`config.mk`:
```
export PLATFORM = sky130hd
export DESIGN_NAME = interrupt_ack_sequencer_flat
export DESIGN_NICKNAME = d
export VERILOG_FILES = /design/src/rtl/interrupt_ack_sequencer_pkg.sv /design/src/rtl/interrupt_ack_sequencer_if.sv /design/src/rtl/interrupt_ack_sequencer_priority_resolver.sv /design/src/rtl/interrupt_ack_sequencer.sv /design/src/flat_wrapper.sv
export SDC_FILE = /design/constraint.sdc
export NUM_CORES = 1
export LEC_CHECK = 0
export CAP_MARGIN = 20
export CORE_ASPECT_RATIO = 2
export CORE_UTILIZATION = 45
export DETAILED_ROUTE_END_ITERATION = 8
export PLACE_DENSITY_LB_ADDON = 0.1
export SYNTH_ARGS = -nofsm -noshare
export SYNTH_HDL_FRONTEND = slang
export SYNTH_SLANG_ARGS = --single-unit
```
`constraint.sdc`:
```
create_clock -name clk -period 2.8 [get_ports clk]
set_input_delay 0.42 -clock clk [delete_from_list [all_inputs] [get_ports clk]]
set_output_delay 0.42 -clock clk [all_outputs]
set_load 0.05 [all_outputs]
```
`src/rtl/interrupt_ack_sequencer_pkg.sv`:
```
// rtl/interrupt_ack_sequencer_pkg.sv - shared types and constants for the interrupt acknowledge sequencer
package pic_pkg;

    localparam int NUM_IRQ = 8;
    localparam int CYCLE_W = 3;

    typedef enum logic [1:0] {
        IDLE    = 2'd0,
        PENDING = 2'd1,
        ACK     = 2'd2
    } state_t;

    localparam logic [7:0]         OPCODE_CALL      = 8'hCD;
    localparam logic [CYCLE_W-1:0] INTA_PULSES_8086 = 3'd2;
    localparam logic [CYCLE_W-1:0] INTA_PULSES_8080 = 3'd3;
    localparam logic [2:0]         SPURIOUS_ID      = 3'd7;

    // Position of a level in the priority order: 0 = highest, 7 = the lowest-priority level.
    function automatic logic [2:0] prio_rank(input logic [2:0] level, input logic [2:0] lowest);
        return level - lowest - 3'd1;
    endfunction

endpackage

```
`src/rtl/interrupt_ack_sequencer_if.sv`:
```
// rtl/interrupt_ack_sequencer_if.sv - request, INTA and data-bus signal bundle for the sequencer
interface interrupt_ack_sequencer_if;
    import pic_pkg::*;

    logic               inta_n;
    logic [NUM_IRQ-1:0] irr_masked;
    logic               mode_8086;
    logic               auto_eoi;
    logic               eoi_pulse;
    logic [4:0]         vector_base;
    logic               single_mode_flag;
    logic               sp_neg;
    logic [NUM_IRQ-1:0] slaves_connected_flag;
    logic               slave_active_interrupt_flag;

    logic               int_out;
    logic [CYCLE_W-1:0] interrupt_cycle_counter;
    logic [2:0]         interrupt_id;
    logic [NUM_IRQ-1:0] isr;
    logic [NUM_IRQ-1:0] clear_irr;
    logic [7:0]         data_out;
    logic               data_out_en;

    // Sequencer side.
    modport master (
        input  inta_n, irr_masked, mode_8086, auto_eoi, eoi_pulse, vector_base,
               single_mode_flag, sp_neg, slaves_connected_flag, slave_active_interrupt_flag,
        output int_out, interrupt_cycle_counter, interrupt_id, isr, clear_irr,
               data_out, data_out_en
    );

    // CPU / register-file side.
    modport slave (
        output inta_n, irr_masked, mode_8086, auto_eoi, eoi_pulse, vector_base,
               single_mode_flag, sp_neg, slaves_connected_flag, slave_active_interrupt_flag,
        input  int_out, interrupt_cycle_counter, interrupt_id, isr, clear_irr,
               data_out, data_out_en
    );

endinterface

```
`src/rtl/interrupt_ack_sequencer_priority_resolver.sv`:
```
// rtl/interrupt_ack_sequencer_priority_resolver.sv - highest-priority set bit under a rotatable order
module priority_resolver
    import pic_pkg::*;
(
    input  logic [NUM_IRQ-1:0] req,
    input  logic [2:0]         lowest,
    output logic               valid,
    output logic [2:0]         idx
);

    logic [2:0] lvl;

    // Walk from lowest to highest priority so the last hit is the winner.
    always_comb begin
        valid = 1'b0;
        idx   = 3'd0;
        lvl   = 3'd0;
        for (int k = NUM_IRQ - 1; k >= 0; k--) begin
            lvl = lowest + 3'd1 + 3'(k);
            if (req[lvl]) begin
                valid = 1'b1;
                idx   = lvl;
            end
        end
    end

endmodule

```
`src/rtl/interrupt_ack_sequencer.sv`:
```
// rtl/interrupt_ack_sequencer.sv - INT/INTA sequencing, ISR upkeep and vector drive; AUTO_ROTATE_EN enables rotating priority
module interrupt_ack_sequencer
    import pic_pkg::*;
(
    input  logic                      clk,
    input  logic                      reset,
    interrupt_ack_sequencer_if.master bus
);

    state_t             state;
    state_t             state_next;
    logic               inta_prev;
    logic               inta_fall;
    logic               inta_rise;
    logic [2:0]         lowest;
    logic               irr_valid;
    logic               isr_valid;
    logic [2:0]         irr_idx;
    logic [2:0]         isr_idx;
    logic               eligible;
    logic [CYCLE_W-1:0] cycle_cnt;
    logic [CYCLE_W-1:0] final_cnt;
    logic [2:0]         int_id;
    logic [NUM_IRQ-1:0] isr_q;
    logic [NUM_IRQ-1:0] isr_next;
    logic [NUM_IRQ-1:0] clear_q;
    logic               spurious;
    logic               ack_start;
    logic               ack_done;
    logic               set_isr;
    logic               eoi_hit;
    logic               auto_clear;
    logic               drive_phase;
    logic               drive_qual;
    logic               call_qual;
    logic               byte_en;
    logic [7:0]         byte_val;
    logic [7:0]         vector_byte;

    assign inta_fall  = inta_prev & ~bus.inta_n;
    assign inta_rise  = ~inta_prev & bus.inta_n;
    assign ack_start  = (state == PENDING) && inta_fall;
    assign ack_done   = (state == ACK) && inta_rise && (cycle_cnt == final_cnt);
    assign set_isr    = ack_start && eligible;
    assign eoi_hit    = bus.eoi_pulse && isr_valid;
    assign auto_clear = ack_done && bus.auto_eoi && !spurious;

`ifdef AUTO_ROTATE_EN
    logic [2:0] rot_ptr;

    // The level just released by an EOI becomes the lowest priority.
    always_ff @(posedge clk or posedge reset) begin
        if (reset) begin
            rot_ptr <= 3'd7;
        end else if (auto_clear) begin
            rot_ptr <= int_id;
        end else if (eoi_hit) begin
            rot_ptr <= isr_idx;
        end
    end

    assign lowest = rot_ptr;
`else
    assign lowest = 3'd7;
`endif

    priority_resolver u_irr_resolver (
        .req    (bus.irr_masked),
        .lowest (lowest),
        .valid  (irr_valid),
        .idx    (irr_idx)
    );

    priority_resolver u_isr_resolver (
        .req    (isr_q),
        .lowest (lowest),
        .valid  (isr_valid),
        .idx    (isr_idx)
    );

    // A request only interrupts when it outranks everything already in service.
    always_comb begin
        eligible = 1'b0;
        if (irr_valid) begin
            eligible = !isr_valid || (prio_rank(irr_idx, lowest) < prio_rank(isr_idx, lowest));
        end
    end

    // State register.
    always_ff @(posedge clk or posedge reset) begin
        if (reset) begin
            state <= IDLE;
        end else begin
            state <= state_next;
        end
    end

    // Next-state logic: request -> INT pending -> INTA pulses -> idle.
    always_comb begin
        state_next = state;
        case (state)
            IDLE:    if (eligible)  state_next = PENDING;
            PENDING: if (inta_fall) state_next = ACK;
            ACK:     if (ack_done)  state_next = IDLE;
            default: state_next = IDLE;
        endcase
    end

    // ISR update: EOI works on the pre-update ISR, then the new level is set.
    always_comb begin
        isr_next = isr_q;
        if (eoi_hit) begin
            isr_next[isr_idx] = 1'b0;
        end
        if (auto_clear) begin
            isr_next[int_id] = 1'b0;
        end
        if (set_isr) begin
            isr_next[irr_idx] = 1'b1;
        end
    end

    // Acknowledge bookkeeping: INTA edge history, pulse counter, frozen id, ISR.
    always_ff @(posedge clk or posedge reset) begin
        if (reset) begin
            inta_prev <= 1'b1;
            cycle_cnt <= '0;
            final_cnt <= INTA_PULSES_8080;
            int_id    <= 3'd0;
            isr_q     <= '0;
            clear_q   <= '0;
            spurious  <= 1'b0;
        end else begin
            inta_prev <= bus.inta_n;
            isr_q     <= isr_next;
            clear_q   <= '0;
            if (ack_start) begin
                cycle_cnt <= CYCLE_W'(1);
                final_cnt <= bus.mode_8086 ? INTA_PULSES_8086 : INTA_PULSES_8080;
                if (eligible) begin
                    int_id   <= irr_idx;
                    clear_q  <= NUM_IRQ'(1) << irr_idx;
                    spurious <= 1'b0;
                end else begin
                    int_id   <= SPURIOUS_ID;
                    spurious <= 1'b1;
                end
            end else if (state == ACK) begin
                if (ack_done) begin
                    cycle_cnt <= '0;
                end else if (inta_fall && (cycle_cnt != final_cnt)) begin
                    cycle_cnt <= cycle_cnt + CYCLE_W'(1);
                end
            end
        end
    end

    // Outputs: INT while pending, and the byte selected by pulse number and cascade role.
    always_comb begin
        drive_phase = (state == ACK) && !bus.inta_n && !inta_prev;
        call_qual   = bus.single_mode_flag || bus.sp_neg;
        if (bus.single_mode_flag) begin
            drive_qual = 1'b1;
        end else if (bus.sp_neg) begin
            drive_qual = !bus.slaves_connected_flag[int_id];
        end else begin
            drive_qual = bus.slave_active_interrupt_flag;
        end
        vector_byte = {bus.vector_base, int_id};
        byte_en     = 1'b0;
        byte_val    = 8'h00;
        if (final_cnt == INTA_PULSES_8086) begin
            if (cycle_cnt == CYCLE_W'(2)) begin
                byte_en  = drive_qual;
                byte_val = vector_byte;
            end
        end else begin
            case (cycle_cnt)
                CYCLE_W'(1): begin
                    byte_en  = call_qual;
                    byte_val = OPCODE_CALL;
                end
                CYCLE_W'(2): begin
                    byte_en  = drive_qual;
                    byte_val = vector_byte;
                end
                CYCLE_W'(3): begin
                    byte_en  = drive_qual;
                    byte_val = 8'h00;
                end
                default: begin
                    byte_en  = 1'b0;
                    byte_val = 8'h00;
                end
            endcase
        end
        bus.int_out     = (state == PENDING);
        bus.data_out_en = drive_phase && byte_en;
        bus.data_out    = (drive_phase && byte_en) ? byte_val : 8'h00;
    end

    assign bus.interrupt_cycle_counter = cycle_cnt;
    assign bus.interrupt_id            = int_id;
    assign bus.isr                     = isr_q;
    assign bus.clear_irr               = clear_q;

endmodule

```
`src/flat_wrapper.sv`:
```
// flat-port wrapper written by rule: the top's interface ports become plain ports
module interrupt_ack_sequencer_flat import pic_pkg::*;
  (clk, reset, bus_inta_n, bus_irr_masked, bus_mode_8086, bus_auto_eoi, bus_eoi_pulse, bus_vector_base, bus_single_mode_flag, bus_sp_neg, bus_slaves_connected_flag, bus_slave_active_interrupt_flag, bus_int_out, bus_interrupt_cycle_counter, bus_interrupt_id, bus_isr, bus_clear_irr, bus_data_out, bus_data_out_en);
  interrupt_ack_sequencer_if bus_i ();
  input  logic clk;
  input  logic reset;
  input wire logic [$bits(bus_i.inta_n)-1:0] bus_inta_n;
  input wire logic [$bits(bus_i.irr_masked)-1:0] bus_irr_masked;
  input wire logic [$bits(bus_i.mode_8086)-1:0] bus_mode_8086;
  input wire logic [$bits(bus_i.auto_eoi)-1:0] bus_auto_eoi;
  input wire logic [$bits(bus_i.eoi_pulse)-1:0] bus_eoi_pulse;
  input wire logic [$bits(bus_i.vector_base)-1:0] bus_vector_base;
  input wire logic [$bits(bus_i.single_mode_flag)-1:0] bus_single_mode_flag;
  input wire logic [$bits(bus_i.sp_neg)-1:0] bus_sp_neg;
  input wire logic [$bits(bus_i.slaves_connected_flag)-1:0] bus_slaves_connected_flag;
  input wire logic [$bits(bus_i.slave_active_interrupt_flag)-1:0] bus_slave_active_interrupt_flag;
  output wire logic [$bits(bus_i.int_out)-1:0] bus_int_out;
  output wire logic [$bits(bus_i.interrupt_cycle_counter)-1:0] bus_interrupt_cycle_counter;
  output wire logic [$bits(bus_i.interrupt_id)-1:0] bus_interrupt_id;
  output wire logic [$bits(bus_i.isr)-1:0] bus_isr;
  output wire logic [$bits(bus_i.clear_irr)-1:0] bus_clear_irr;
  output wire logic [$bits(bus_i.data_out)-1:0] bus_data_out;
  output wire logic [$bits(bus_i.data_out_en)-1:0] bus_data_out_en;
  assign bus_i.inta_n = bus_inta_n;
  assign bus_i.irr_masked = bus_irr_masked;
  assign bus_i.mode_8086 = bus_mode_8086;
  assign bus_i.auto_eoi = bus_auto_eoi;
  assign bus_i.eoi_pulse = bus_eoi_pulse;
  assign bus_i.vector_base = bus_vector_base;
  assign bus_i.single_mode_flag = bus_single_mode_flag;
  assign bus_i.sp_neg = bus_sp_neg;
  assign bus_i.slaves_connected_flag = bus_slaves_connected_flag;
  assign bus_i.slave_active_interrupt_flag = bus_slave_active_interrupt_flag;
  assign bus_int_out = bus_i.int_out;
  assign bus_interrupt_cycle_counter = bus_i.interrupt_cycle_counter;
  assign bus_interrupt_id = bus_i.interrupt_id;
  assign bus_isr = bus_i.isr;
  assign bus_clear_irr = bus_i.clear_irr;
  assign bus_data_out = bus_i.data_out;
  assign bus_data_out_en = bus_i.data_out_en;
  interrupt_ack_sequencer u_core (.clk(clk), .reset(reset), .bus(bus_i));
endmodule
```
==> metrics.md <==
| Metric | Value |
|---|---|
| Initial Utilization | 0.467 |
| Met3 Use GR | 0.0179 |
| Sw Ratio | 0.463 |
| Router iterations before antenna repair | 5 |
| Synth warn | 0 |
| Vias per inst | between 5 and 6 |
| Cell Pwr Density | approximately 670 nW/um^2 |
| Grt peak-use layer | met2 |
| Vias in the first global route | approximately 1800 |
| CP Class | register to primary output |
| Most frequent cell after synthesis | nor2_1 |
| Sw power | about 800 uW |
| Io pins | 62 |
| Clock buffer count from CTS | 3 |
| DP HPWL | around 4000 um |
| Synthesized Nets | ~250 |
| Pwr Total | between 1500 and 2000 uW |
| Mapped Avg Cell Area | roughly 8.6 sq um |
| Critical path arrival | ~2200 ps |
| Global-route wire length before repair | roughly 8300 um |
| Initial antenna violation count | 0 |
| Largest net degree at the start of global routing | 28 |
| Setup_tns | 0 ps |
| CTS clk-pin slew, worst paths | 100 ps |
| Crit path cell chain | inv_1 -> ha_1 -> nor2b_1 -> a21o_1 -> o21ai_0 -> o2111a_2 -> nor2_1 -> buf_12 |
| Synth top area cells | dfrtp_1 (35%), nor2_1 (6.3%), a21oi_1 (4.2%) |
| CP Launch Type | register |
| Post-synth EDFFs | 0 |
| Root Driver | clkbuf_8 |
| N_diodes | 0 |
| Final setup fails | 0 |
| P_int | between 900 and 1000 uW |
| Seq/Total Area, Yosys | 0.378 |
| Peak Freq | around 380 MHz |
| Final period util | 0.937 |
| Met1 Use GR | 0.304 |
| Synth Instances | between 200 and 250 |
| Tmin final | about 2600 ps |
| Rows | 32 |
| Slew headroom | 0.502 |
| Die Width | 46.7 um |
| Max-cap check violation count | 0 |
| Worst-Skew Late Latency | 280 ps |
| Via count | 1837 |
| Seq cells post-synth | 27 |
| Comb pwr share | 0.530 |
| Post-synth top area cell | dfrtp_1 |
| Pleak | 0.00105 uW |
| Clk pwr share | 0.131 |
| DR DRC count | 0 |
| Final instance area | between 2000 and 3000 sq um |
| Reg power frac | 0.339 |
| Core area | a little under 4000 sq um |
| Global-route total usage across every layer | 0.260 |
| H-tree depth | 1 |
| Height of the die | about 90 um |
| CTS max path bufs | 2 |
| TritonCTS Sinks | 27 |
| Share of the synthesized area in the top cell type | 0.349 |
| Post-synth ARST share | 1.00 |
| Status | finished clean |
| Gr ovfl total | 0 |
| ANT nets after route | 0 |
| VDD IR-drop max | 0.487 mV |
| Placed inst area | around 2600 sq um |
| Post-synth top flop | dfrtp_1 |
| Iteration-0 DRC Markers | 53 |
| Total die area | 4260 sq um |
| Worst slew pin tran | around 740 ps |
| Unrepaired setup endpoints after global routing | false |
| Synth unique cells | 55 |
| Synth cell count leaders | nor2_1 (30), dfrtp_1 (25), nand2_1 (17) |
| Area growth syn-to-layout | 46.4% |
| Count of non-filler cells in the finished layout | 325 |
| Final Max Slew Viols | 0 |
| Critical path fanouts, max | 9 |
| Nets@finish | between 300 and 400 |
| Placer Congestion | about 0.90 |
| HP Class | input port to async pin |
| Hold Fails Final Rpt | 0 |
| Layout cells sized above 1 | 0.131 |
| Global Route met2 Usage | 0.451 |
| Port bufs | 61 |
| Critical Path Max Stage Delay | just over 500 ps |
| Total wire length | 5010 um |
| Setup Skew | around 13 ps |
| Placed Instances | 321 |
| CP max stage cell | dfrtp_1 |
| Req. time, crit path | between 2000 and 2500 ps |
| Avg WL per Cell | around 15 um |
| Post-layout util | 0.684 |
| CTS tree | yes |
| Synth Cell Area | between 1500 and 2000 sq um |
| Critical Path Sink Type | primary output |
per-layer routing:
layer | vias to the layer above | wire length, um
met2 | 53 | 2840
li1 | 890 | -
met3 | 15 | 135
met1 | 879 | 1840
met5 | - | 0
met4 | 0 | 197
power groups by stage:
stage / Clock (uW) / Combinational (uW) / Sequential, uW
floorplan: 0 / 522 / 717
global placement: 0 / 919 / 603
detailed placement: 0 / 934 / 603
CTS: 230 / 937 / 596
global route: 244 / 1020 / 613
finish: 229 / 932 / 597
worst max-delay path: cells and delay by family, from the launching register on:
family                   cells  cell delay (ps)
AO/OA/AOI/OAI                3              720
adder cells (fa/ha/maj)      1              190
buffers and inverters        2              240
flip-flops                   1              510
AND/OR/NAND/NOR              2              250
worst paths after layout:
kind                                                  startpoint                                     to  slack [ps]  cells past startpoint
setup / recovery           u_core.bus.interrupt_cycle_counter[0]                        bus_data_out[4]         180                      8
hold / removal                                             reset  u_core.bus.interrupt_cycle_counter[0]         480                      3
setup reg to reg                               u_core.bus.isr[0]                      u_core.bus.isr[4]         470                      7
hold reg to reg                              u_core.final_cnt[0]                    u_core.final_cnt[0]         540                      2
max in group asynchronous                                  reset                    u_core.final_cnt[0]        2010                      3
min in group clk                             u_core.final_cnt[0]                    u_core.final_cnt[0]         540                      2
cells in the final DEF (no fill, tap or decap), drive strengths merged, types with 6 or more instances in the layout:
master and n:
nor3 7, ha 6, buf 17, nor3b 6, clkdlybuf4s50 52, dfrtp 25
nor2 30, inv 11, o21ai 19, a21oi 15, nand2 17, nor2b 7
final cells by class:
cell class | instances | area, sq um
clock buffer | 3 | 41.3
clock inverter | 1 | 5.00
fill | 330 | 1220
inverter | 11 | 41.3
multi-input combinational | 163 | 1040
sequential | 27 | 678
tap | 51 | 63.8
timing repair buffer | 69 | 761
registers in the layout, indices dropped and copies added, names as in the netlist:
name                                count
u_core.bus.clear_irr                    8
u_core.bus.interrupt_cycle_counter      3
u_core.bus.interrupt_id                 3
u_core.bus.isr                          8
u_core.final_cnt                        1
u_core.inta_prev                        1
u_core.spurious                         1
u_core.state                            2
cell families after synthesis:
kind of cell | after synthesis | share of synthesized area
xor gates and xnor gates | 1 | 0.00488
buffers and inverters | 19 | 0.0460
AOI/OAI and AO/OA | 61 | 0.223
muxes | 4 | 0.0237
DFF | 27 | 0.378
adders and majority gates | 6 | 0.0418
and+or+nand+nor | 91 | 0.282
per-stage QoR:
step	worst slack [ps]	hold slack (ps)
global route	26.3	536
detailed placement	174	521
global placement	171	506
floorplan	-93.3	424
CTS	10.2	498
finish	177	484
repair_timing:
item,in CTS,in global routing
resized for setup,0,1
buffers inserted,0,0
endpoints found under the hold margin,0,0
hold buffers,0,0
setup endpoints to repair,0,9
No activity file was read; power rests on OpenSTA's default activity.
